===== src/rtl/led_array_pkg.sv =====
// Shared definitions for the LED array AXI4-Lite register block:
// register indices, CH_CTRL bit positions, AXI response codes and a
// byte-lane merge helper.
package led_array_pkg;

  localparam int unsigned REG_CTRL    = 0;
  localparam int unsigned REG_STATUS  = 1;
  localparam int unsigned REG_EVENT   = 2;
  localparam int unsigned REG_IRQ_EN  = 3;
  localparam int unsigned REG_CH_BASE = 4;

  localparam int unsigned CH_MODE_BIT   = 0;
  localparam int unsigned CH_ENABLE_BIT = 1;
  localparam int unsigned CH_HOLD_BIT   = 2;
  localparam int unsigned CH_CTRL_W     = 3;

  localparam logic [1:0] RESP_OKAY   = 2'b00;
  localparam logic [1:0] RESP_SLVERR = 2'b10;

  // Replace only the strobed byte lanes of old with data.
  function automatic logic [31:0] apply_wstrb(input logic [31:0] old,
                                              input logic [31:0] data,
                                              input logic [3:0]  strb);
    logic [31:0] res;
    res = old;
    for (int unsigned b = 0; b < 4; b++) begin
      if (strb[b]) res[8*b +: 8] = data[8*b +: 8];
    end
    return res;
  endfunction

endpackage


===== src/rtl/led_array_evt_capture.sv =====
// Rising-edge capture of led_sts into sticky EVENT bits with W1C, plus the
// registered level interrupt.
// Ports: clk/rst (async, active-high); led_sts in; irq_en in; clr in
// (W1C mask, one-cycle); evt_bits out (EVENT register); irq out.
module led_array_evt_capture
  import led_array_pkg::*;
#(
  parameter int unsigned N_CH = 3
) (
  input  logic            clk,
  input  logic            rst,
  input  logic [N_CH-1:0] led_sts,
  input  logic [N_CH-1:0] irq_en,
  input  logic [N_CH-1:0] clr,
  output logic [N_CH-1:0] evt_bits,
  output logic            irq
);

  logic [N_CH-1:0] prev;

  always_ff @(posedge clk or posedge rst) begin
    if (rst) begin
      prev     <= '0;
      evt_bits <= '0;
      irq      <= 1'b0;
    end else begin
      prev     <= led_sts;
      // Set term is OR-ed after the clear so a coincident edge wins.
      evt_bits <= (evt_bits & ~clr) | (led_sts & ~prev);
      irq      <= |(evt_bits & irq_en);
    end
  end

endmodule


===== src/rtl/led_array_s_axi_lite_if.sv =====
// AXI4-Lite slave register block for an LED array controller.
// Ports: aclk/areset (async, active-high); AXI4-Lite slave AW/W/B/AR/R;
// user_resetn (soft reset, active-low); irq; per-channel mode/enable/hold;
// duration (32 bits per channel); led_sts (LED state input).
module led_array_s_axi_lite_if
  import led_array_pkg::*;
#(
  parameter int unsigned N_CH       = 3,
  parameter int unsigned ADDR_WIDTH = 7
) (
  input  logic                 aclk,
  input  logic                 areset,
  input  logic [ADDR_WIDTH-1:0] awaddr,
  input  logic [2:0]           awprot,
  input  logic                 awvalid,
  output logic                 awready,
  input  logic [31:0]          wdata,
  input  logic [3:0]           wstrb,
  input  logic                 wvalid,
  output logic                 wready,
  output logic [1:0]           bresp,
  output logic                 bvalid,
  input  logic                 bready,
  input  logic [ADDR_WIDTH-1:0] araddr,
  input  logic [2:0]           arprot,
  input  logic                 arvalid,
  output logic                 arready,
  output logic [31:0]          rdata,
  output logic [1:0]           rresp,
  output logic                 rvalid,
  input  logic                 rready,
  output logic                 user_resetn,
  output logic                 irq,
  output logic [N_CH-1:0]      mode,
  output logic [N_CH-1:0]      enable,
  output logic [N_CH-1:0]      hold,
  output logic [N_CH*32-1:0]   duration,
  input  logic [N_CH-1:0]      led_sts
);

  localparam int unsigned IDX_W  = ADDR_WIDTH - 2;
  localparam int unsigned N_REGS = REG_CH_BASE + 2 * N_CH;

  // Holds all ready outputs low while in reset and for the first cycle after.
  logic                 ready_en;
  logic                 aw_full;
  logic [IDX_W-1:0]     aw_idx;
  logic                 w_full;
  logic [31:0]          w_data;
  logic [3:0]           w_strb;

  logic                 ctrl_q;
  logic [N_CH-1:0]      irq_en_q;
  logic [CH_CTRL_W-1:0] ch_ctrl_q [N_CH];
  logic [31:0]          ch_dur_q  [N_CH];
  logic [N_CH-1:0]      evt_bits;
  logic [N_CH-1:0]      evt_clr;

  logic [31:0]          regs_view [N_REGS];
  logic [31:0]          wr_sel;
  logic [31:0]          rd_sel;
  logic [31:0]          wr_cur;
  logic [31:0]          wr_merged;
  logic [31:0]          rd_val;
  logic                 wr_fire;
  logic                 wr_ok;
  logic                 rd_ok;

  logic                 unused_bits;
  assign unused_bits = ^{awprot, arprot, awaddr[1:0], araddr[1:0]};

  assign awready = ready_en & ~aw_full & ~bvalid;
  assign wready  = ready_en & ~w_full & ~bvalid;
  assign arready = ready_en & arvalid & ~rvalid;

  assign wr_fire = aw_full & w_full & ~bvalid;
  assign wr_sel  = 32'(aw_idx);
  assign rd_sel  = 32'(araddr[ADDR_WIDTH-1:2]);
  assign wr_ok   = wr_sel < N_REGS;
  assign rd_ok   = rd_sel < N_REGS;

  always_comb begin
    for (int unsigned i = 0; i < N_REGS; i++) regs_view[i] = '0;
    regs_view[REG_CTRL]   = {31'b0, ctrl_q};
    regs_view[REG_STATUS] = 32'(led_sts);
    regs_view[REG_EVENT]  = 32'(evt_bits);
    regs_view[REG_IRQ_EN] = 32'(irq_en_q);
    for (int unsigned k = 0; k < N_CH; k++) begin
      regs_view[REG_CH_BASE + 2*k]     = 32'(ch_ctrl_q[k]);
      regs_view[REG_CH_BASE + 2*k + 1] = ch_dur_q[k];
    end
  end

  always_comb begin
    wr_cur = '0;
    rd_val = '0;
    for (int unsigned i = 0; i < N_REGS; i++) begin
      if (wr_sel == i) wr_cur = regs_view[i];
      if (rd_sel == i) rd_val = regs_view[i];
    end
    wr_merged = apply_wstrb(wr_cur, w_data, w_strb);
  end

  always_comb begin
    evt_clr = '0;
    if (wr_fire && wr_ok && wr_sel == REG_EVENT && w_strb[0]) evt_clr = w_data[N_CH-1:0];
  end

  // Write path: AW and W buffered independently, register update and
  // bvalid share the same edge.
  always_ff @(posedge aclk or posedge areset) begin
    if (areset) begin
      ready_en <= 1'b0;
      aw_full  <= 1'b0;
      aw_idx   <= '0;
      w_full   <= 1'b0;
      w_data   <= '0;
      w_strb   <= '0;
      bvalid   <= 1'b0;
      bresp    <= RESP_OKAY;
      ctrl_q   <= 1'b0;
      irq_en_q <= '0;
      for (int unsigned k = 0; k < N_CH; k++) begin
        ch_ctrl_q[k] <= '0;
        ch_dur_q[k]  <= '0;
      end
    end else begin
      ready_en <= 1'b1;
      if (awvalid && awready) begin
        aw_full <= 1'b1;
        aw_idx  <= awaddr[ADDR_WIDTH-1:2];
      end
      if (wvalid && wready) begin
        w_full <= 1'b1;
        w_data <= wdata;
        w_strb <= wstrb;
      end
      if (wr_fire) begin
        aw_full <= 1'b0;
        w_full  <= 1'b0;
        bvalid  <= 1'b1;
        bresp   <= wr_ok ? RESP_OKAY : RESP_SLVERR;
        if (wr_ok) begin
          if (wr_sel == REG_CTRL)   ctrl_q   <= wr_merged[0];
          if (wr_sel == REG_IRQ_EN) irq_en_q <= wr_merged[N_CH-1:0];
          for (int unsigned k = 0; k < N_CH; k++) begin
            if (wr_sel == REG_CH_BASE + 2*k)     ch_ctrl_q[k] <= wr_merged[CH_CTRL_W-1:0];
            if (wr_sel == REG_CH_BASE + 2*k + 1) ch_dur_q[k]  <= wr_merged;
          end
        end
      end else if (bvalid && bready) begin
        bvalid <= 1'b0;
      end
    end
  end

  always_ff @(posedge aclk or posedge areset) begin
    if (areset) begin
      rvalid <= 1'b0;
      rdata  <= '0;
      rresp  <= RESP_OKAY;
    end else if (arvalid && arready) begin
      rvalid <= 1'b1;
      rdata  <= rd_ok ? rd_val : '0;
      rresp  <= rd_ok ? RESP_OKAY : RESP_SLVERR;
    end else if (rvalid && rready) begin
      rvalid <= 1'b0;
    end
  end

  led_array_evt_capture #(.N_CH(N_CH)) u_evt (
    .clk      (aclk),
    .rst      (areset),
    .led_sts  (led_sts),
    .irq_en   (irq_en_q),
    .clr      (evt_clr),
    .evt_bits (evt_bits),
    .irq      (irq)
  );

  assign user_resetn = ctrl_q;

  always_comb begin
    for (int unsigned k = 0; k < N_CH; k++) begin
      mode[k]             = ch_ctrl_q[k][CH_MODE_BIT];
      enable[k]           = ch_ctrl_q[k][CH_ENABLE_BIT];
      hold[k]             = ch_ctrl_q[k][CH_HOLD_BIT];
      duration[32*k +: 32] = ch_dur_q[k];
    end
  end

endmodule

===== config.mk =====
export PLATFORM = sky130hd
export DESIGN_NAME = led_array_s_axi_lite_if
export DESIGN_NICKNAME = d
export VERILOG_FILES = /design/src/rtl/led_array_pkg.sv /design/src/rtl/led_array_evt_capture.sv /design/src/rtl/led_array_s_axi_lite_if.sv
export SDC_FILE = /design/constraint.sdc
export NUM_CORES = 1
export LEC_CHECK = 0
export BUFFER_PORTS_ARGS = -buffer_cell sky130_fd_sc_hd__buf_2
export CAP_MARGIN = 20
export CORE_MARGIN = 3
export CORE_UTILIZATION = 45
export CTS_CLUSTER_SIZE = 12
export DETAILED_ROUTE_END_ITERATION = 8
export GPL_TIMING_DRIVEN = 0
export HOLD_SLACK_MARGIN = 0.05
export PLACE_DENSITY_LB_ADDON = 0.3
export SYNTH_ARGS = -nofsm -noshare
export SYNTH_HDL_FRONTEND = slang
export SYNTH_HIERARCHICAL = 1
export SYNTH_SLANG_ARGS = --single-unit

===== constraint.sdc =====
create_clock -name aclk -period 12.4 [get_ports aclk]
set_clock_uncertainty 0.2 [all_clocks]
set_input_delay 2.48 -clock aclk [delete_from_list [all_inputs] [get_ports aclk]]
set_output_delay 2.48 -clock aclk [all_outputs]
set_load 0.02 [all_outputs]

==> flow_metrics.env, run 1 <==
export IMPL_rrSetupSlack_ns=9.81
export IMPL_power_frac_clock=0.194
export IMPL_min_period_over_period=0.5255
export IMPL_fin_nets=1210
export IMPL_pwr_share_comb=0.410
export IMPL_initial_core_util=0.4657
export IMPL_r2r_start="bvalid$_DFFE_PP0P_"
export IMPL_cp_start_kind="primary input"
export IMPL_synth_top_area_share=0.4917
export IMPL_gp_congestion=0.8707
export IMPL_crit_end="arready"
export IMPL_grt_max_degree=104
export IMPL_peakVddDrop_v=0.0001152
export IMPL_internal_power_uw=1626
export IMPL_num_antenna_cells=0
export IMPL_crit_family="buffers and inverters"
export IMPL_multi_input_area_um2=4578
export IMPL_leakage_uw=0.005545
export IMPL_clockBufferDepth=2
export IMPL_cts_tree="done"
export IMPL_r2r_end="w_data[11]$_DFFE_PP0P_"
export IMPL_min_period_ns=6.516
export IMPL_ant_nets=0
export IMPL_clock_fmax_mhz=153.5
export IMPL_slew_violations=0
export IMPL_chipHeight_um=154.9
export IMPL_rows=53
export IMPL_die_area_um2=23990
export IMPL_rsz0062_at_grt="no"
export IMPL_chipWidth_um=154.9
export IMPL_synth_area_um2=9975
export IMPL_grt_total_usage=0.2689
export IMPL_finish_utilization=0.5573
export IMPL_synth_top_cell_by_area="dfrtp_1"
export IMPL_cts_root_buf="clkbuf_16"
export IMPL_hold_viol=0
export IMPL_maxSlewHeadroom=0.4318
export IMPL_wl_mm=32.66
export IMPL_setup_violations=0
export IMPL_grt_first_pass_wirelength_mm=50.26
export IMPL_dr_pass1_iters=5
export IMPL_placed_area_um2=11350
export IMPL_via_count=8793
export IMPL_cts_made_buffers=17
export IMPL_final_area_um2=11940
export IMPL_crit_buf_inv=4
export IMPL_ys_warn_count=6
export IMPL_ff_latch_area_um2=4905
export IMPL_tightest_slew_ns=0.8487
export IMPL_switchingPower_uw=1285
export IMPL_powerDensity_nw_per_um2=243.8
export IMPL_crit_path_max_incr_delay_ns=0.46
export IMPL_fillers=1881
export IMPL_synthTopCellsByArea="dfrtp_1, o31ai_1, mux2_2, nand2_1, a2111oi_4"
export IMPL_synthFlopType="dfrtp_1"
export IMPL_syn_inst=924
export IMPL_crit_path_end_kind="output pin"
export IMPL_antenna_found_initial=2
export IMPL_avgSynthCellArea_um2=10.79
export IMPL_fin_cells=1431
export IMPL_cap_violations=0
export IMPL_synthArstFlopShare=1.000
export IMPL_drc=0
export IMPL_hpwl_mm=23.42
export IMPL_status="finished clean"
export IMPL_io_buffers=199
export IMPL_crit_slowest_cell="clkbuf_1"
export IMPL_r2r_cells=4
export IMPL_synth_distinct_cells=68
export IMPL_path_depth=5
export IMPL_clkSlewWorstSetupHoldPaths_ns=0.08
export IMPL_cp_required_ns=9.72
export IMPL_cts_sinks=196
export IMPL_ctsResizeCount=0
export IMPL_htreeDepth=4
export IMPL_hp_class="reg -> reg"
export IMPL_first_global_vias=8654
export IMPL_drive_above_1_share=0.3201
export IMPL_critPathMaxFanout=10
export IMPL_drtIter0Drc=926
export IMPL_synth_edf_count=0
export IMPL_area_growth_pct=19.68
export IMPL_core_um2=21420
export IMPL_fin_tns_setup_ns=0
export IMPL_critPathKind="in -> out"
export IMPL_wl_per_cell_um=22.82
export IMPL_vias_per_cell=6.145
export IMPL_ios=214
export IMPL_clk_latency_ns=0.45
export IMPL_switching_share=0.4414
export IMPL_cpMostUsedCell="buf_2"
export IMPL_power_frac_seq=0.397
export IMPL_arrival_ns=3.84
export IMPL_grt_overflow=0
export IMPL_path_cells="buf_2, nand3_1, inv_2, clkbuf_1, buf_2"
export IMPL_synth_seq_cells=196
export IMPL_cts_setup_buffers=0
export IMPL_ys_seq_area_frac=0.4917
export IMPL_dp_cells=1400
export IMPL_p_total_uw=2911
export IMPL_cts_hold_buf=0
export IMPL_startpoint="arvalid"
==> power by group through the flow <==
stage / combinational (µW) / sequential [µW] / clock (µW)
3_3_place_gp: 1160 / 1150 / 0
6_report: 1190 / 1150 / 564
3_5_place_dp: 1180 / 1160 / 0
2_1_floorplan: 615 / 1280 / 0
5_1_grt: 1280 / 1190 / 595
4_1_cts: 1190 / 1150 / 566
==> final cells by class <==
| class | count | area share |
|---|---|---|
| plain buffers | 80 | 0.03459 |
| inverters | 22 | 0.007546 |
| clock buffers | 21 | 0.03857 |
| well taps | 275 | 0.02882 |
| clock inverters | 10 | 0.01038 |
| repair buffers | 200 | 0.08574 |
| multi-input cells | 627 | 0.3835 |
| flip-flops and latches | 196 | 0.4109 |
==> routing by layer <==
layer	vias up	track usage	wire, µm
met5	-	0	30
met4	4	0.1140	1090
met3	69	0.05702	2764
met2	450	0.4131	15120
met1	4391	0.3712	13650
li1	3879	-	-
==> cells in the mapped netlist (all sizes together) (9+ instances only) <==
master	count
mux2i	23
a221oi	9
clkbuf	38
o31ai	83
a32oi	33
nor2	50
and3	43
nand2	132
nor2b	32
buf	42
a31oi	44
mux2	51
a2111oi	19
dfrtp	196
nand3	16
inv	22
o21ai	16
==> kinds of logic after synthesis <==
| group | count (synthesis) | share of synthesized area |
|---|---|---|
| other | 2 | 0.0007529 |
| muxes | 75 | 0.08291 |
| DFF | 196 | 0.4917 |
| and+or+nand+nor | 309 | 0.1614 |
| buffers and inverters | 102 | 0.04967 |
| AOI/OAI and AO/OA | 240 | 0.2135 |
==> flip-flops by register name, indices dropped and copies added, names as in the netlist, 3 cells and up <==
name / cells
enable: 3
mode: 3
u_evt/prev: 3
rdata: 32
u_evt/evt_bits: 3
duration: 96
irq_en_q: 3
hold: 3
w_data: 32
aw_idx: 5
w_strb: 4
==> worst min path at each step <==
stage	to	slack, ns	cells past startpoint	startpoint
3_3_place_gp	u_evt/evt_bits[0]$_DFF_PP0_	0.21	1	u_evt/prev[0]$_DFF_PP0_
4_1_cts	u_evt/evt_bits[0]$_DFF_PP0_	0.22	1	u_evt/prev[0]$_DFF_PP0_
2_1_floorplan	u_evt/evt_bits[0]$_DFF_PP0_	0.20	1	u_evt/prev[0]$_DFF_PP0_
6_report	u_evt/evt_bits[0]$_DFF_PP0_	0.22	1	u_evt/prev[0]$_DFF_PP0_
5_1_grt	u_evt/evt_bits[0]$_DFF_PP0_	0.25	1	u_evt/prev[0]$_DFF_PP0_
3_5_place_dp	u_evt/evt_bits[0]$_DFF_PP0_	0.21	1	u_evt/prev[0]$_DFF_PP0_
==> metrics by stage <==
step | hold WS, ns | setup slack, ns
2_1_floorplan | 0.1988 | 4.578
3_3_place_gp | 0.2084 | 2.362
3_5_place_dp | 0.2120 | 5.924
4_1_cts | 0.2226 | 5.920
5_1_grt | 0.2522 | 5.815
6_report | 0.2198 | 5.884
==> layout by cell type (no fill, tap or decap), types with 16 or more instances in the layout <==
| cell | Yosys | layout |
|---|---|---|
| a31oi_1 | 44 | 44 |
| buf_2 | 21 | 220 |
| clkbuf_1 | 36 | 38 |
| dfrtp_1 | 196 | 196 |
| and3_1 | 43 | 43 |
| nor2b_1 | 32 | 32 |
| inv_1 | 21 | 20 |
| o21ai_0 | 16 | 16 |
| mux2i_1 | 23 | 23 |
| mux2_2 | 51 | 51 |
| nor2_1 | 48 | 48 |
| a32oi_1 | 33 | 33 |
| o31ai_1 | 83 | 83 |
| nand2_1 | 132 | 132 |
| clkbuf_16 | 0 | 17 |
(Power assumes the default switching activity.)
==> run 2: changes to the inputs <==
ABC_AREA = 1   (was unset)
clock period = 6.74 ns   (was 12.4 ns; I/O delays follow)
==> run 2 against run 1 <==
Sequential share of layout area rose by 3.0 points. Synthesized cell count up 21%. Critical path depth stayed put. Die area decreased by 7.6%. Count of clock-buffer cells in the layout rose by 1. Clock power grew 75%. Via count increased by 0.16%. Design area decreased by 6.8%. Register-to-register slack lost 5.6 ns. Setup slack worse by 3.7 ns. Highest routed layer is now met4.
==> flow_metrics.env, run 2 <==
export IMPL_synth_simple_area_share=0.2477
export IMPL_drive_above_1_share=0.2308
export IMPL_r2r_cells=8
export IMPL_synth_top_family_by_area="simple AND/OR/NAND/NOR gates"
export IMPL_wl_mm=29.56
export IMPL_synth_edf_count=0
export IMPL_hpwl_mm=20.71
export IMPL_num_antenna_cells=0
export IMPL_cts_hold_buf=0
export IMPL_whs_ns=0.2728
export IMPL_initial_core_util=0.4645
export IMPL_mostFrequentLayoutCells="nand2_1, buf_2, dfrtp_1"
export IMPL_synth_mux_area_frac=0.03800
export IMPL_busiest_layer="met2"
export IMPL_die_area_um2=22170
export IMPL_fin_nets=1409
export IMPL_critPathKind="in -> out"
export IMPL_status="finished clean"
export IMPL_synthAdderAreaFrac=0
export IMPL_htreeDepth=4
export IMPL_startpoint="arvalid"
export IMPL_first_global_vias=8401
export IMPL_io_buffers=200
export IMPL_clkSlewWorstSetupHoldPaths_ns=0.07
export IMPL_fillers=1867
export IMPL_cts_tree="done"
export IMPL_drc=0
export IMPL_drtIter0Drc=753
export IMPL_synthTopCellsByArea="dfrtp_1, nand2_1, o21ai_0, mux2_2, nor2_1"
export IMPL_grt_total_usage=0.2685
export IMPL_slew_violations=0
export IMPL_critPathMaxFanout=10
export IMPL_syn_inst=1122
export IMPL_maxSlewHeadroom=0.5015
export IMPL_setup_violations=0
export IMPL_final_common_cell="nand2_1"
export IMPL_vias_per_cell=5.433
export IMPL_hp_class="reg -> reg"
export IMPL_ant_nets=0
export IMPL_synth_distinct_cells=39
export IMPL_clockBufferDepth=2
export IMPL_ys_seq_area_frac=0.5338
export IMPL_grt_first_pass_wirelength_mm=46.02
export IMPL_synth_common_cells="nand2_1, dfrtp_1, o21ai_0"
export IMPL_chipHeight_um=148.9
export IMPL_wl_per_cell_um=18.24
export IMPL_synth_area_um2=9188
export IMPL_crit_end="arready"
export IMPL_chipWidth_um=148.9
export IMPL_peakVddDrop_v=0.0001717
export IMPL_min_period_ns=4.572
export IMPL_yosysMostFrequentCell="nand2_1"
export IMPL_r2r_end="duration[37]$_DFFE_PP0P_"
export IMPL_use_met2=0.4173
export IMPL_area_growth_pct=21.04
export IMPL_cts_root_buf="clkbuf_16"
export IMPL_ctsResizeCount=0
export IMPL_grtUsageMet1=0.3798
export IMPL_use_met3=0.05621
export IMPL_rsz0062_at_grt="no"
export IMPL_ios=214
export IMPL_r2r_start="aw_idx[2]$_DFFE_PP0P_"
export IMPL_min_period_over_period=0.6784
export IMPL_synthFlopType="dfrtp_1"
export IMPL_crit_path_end_kind="output pin"
export IMPL_core_um2=19780
export IMPL_fin_tns_setup_ns=0
export IMPL_p_total_uw=3673
export IMPL_arrival_ns=3.02
export IMPL_cap_violations=0
export IMPL_rrSetupSlack_ns=4.25
export IMPL_powerDensity_nw_per_um2=330.3
export IMPL_tightest_slew_ns=0.7477
export IMPL_cts_setup_buffers=0
export IMPL_antenna_found_initial=0
export IMPL_hold_viol=0
export IMPL_synth_xor_area_frac=0
export IMPL_via_count=8807
export IMPL_avgSynthCellArea_um2=8.189
export IMPL_ys_warn_count=6
export IMPL_clock_fmax_mhz=218.7
export IMPL_hold_depth=2
export IMPL_synthArstFlopShare=1.000
export IMPL_cts_sinks=196
export IMPL_synth_seq_cells=196
export IMPL_clk_latency_ns=0.43
export IMPL_synth_top_cell_by_area="dfrtp_1"
export IMPL_largest_reg_flops=96
export IMPL_gp_congestion=0.9002
export IMPL_grt_max_degree=100
export IMPL_grt_overflow=0
export IMPL_cp_required_ns=5.19
export IMPL_cp_start_kind="primary input"
export IMPL_dr_pass1_iters=8
export IMPL_cts_made_buffers=17
export IMPL_synth_top_area_share=0.5338
export IMPL_leakage_uw=0.005562
export IMPL_rows=51
export IMPL_synth_compound_area_frac=0.1246
==> run 2: layout make-up <==
cell class / count / area (µm²) / share of cell area
tap: 265 / 331.6 / 0.02982
sequential: 196 / 4905 / 0.4410
clock inverter: 10 / 97.59 / 0.008776
buffer: 56 / 254.0 / 0.02284
inverter: 67 / 259.0 / 0.02329
timing repair buffer: 201 / 1028 / 0.09248
multi-input combinational: 804 / 3781 / 0.3400
clock buffer: 22 / 464.2 / 0.04174
==> run 2: kinds of logic after synthesis <==
| logic type | Yosys count |
|---|---|
| buffers and inverters | 123 |
| and+or+nand+nor | 550 |
| DFF | 196 |
| AOI/OAI and AO/OA | 220 |
| muxes | 31 |
| other | 2 |
==> run 2: worst min-delay path by stage <==
stage	slack (ns)	from	endpoint
floorplan	0.25	u_evt/prev[0]$_DFF_PP0_	u_evt/evt_bits[0]$_DFF_PP0_
global placement	0.26	rdata[12]$_DFFE_PP0P_	rdata[12]$_DFFE_PP0P_
detailed placement	0.26	rdata[23]$_DFFE_PP0P_	rdata[23]$_DFFE_PP0P_
CTS	0.28	u_evt/prev[2]$_DFF_PP0_	u_evt/evt_bits[2]$_DFF_PP0_
global route	0.30	rdata[8]$_DFFE_PP0P_	rdata[8]$_DFFE_PP0P_
finish	0.27	rdata[27]$_DFFE_PP0P_	rdata[27]$_DFFE_PP0P_
==> run 2: through the flow <==
step                      utilization  area [µm²]  worst slack (ns)  cells
after CTS                      0.5622       11120             2.211   1621
after global routing           0.5622       11120             2.080   1621
after global placement         0.5320       10520            -2.167   1588
after detailed placement       0.5338       10560             2.220   1589
after floorplan                     -        9191           0.04987   1123
final                          0.5622       11120             2.168   1621
==> run 2: power breakdown <==
group          switching (µW)  leakage [µW]  internal (µW)
combinational             705       0.00282            360
clock                     456      0.000268            533
sequential                202       0.00248           1420
total                    1360       0.00556           2310
==> run 2: layer usage <==
metal  vias up  share of wire
li1       4093              -
met1      4273           0.42
met2       387           0.47
met3        54          0.080
met4         0          0.024
met5         -              0
==> run 2: worst max-delay path, stage by stage <==
cell and delay (ns):
buf_2 0.07, nand3_1 0.42, inv_1 0.36, clkbuf_1 0.53
buf_2 0.28
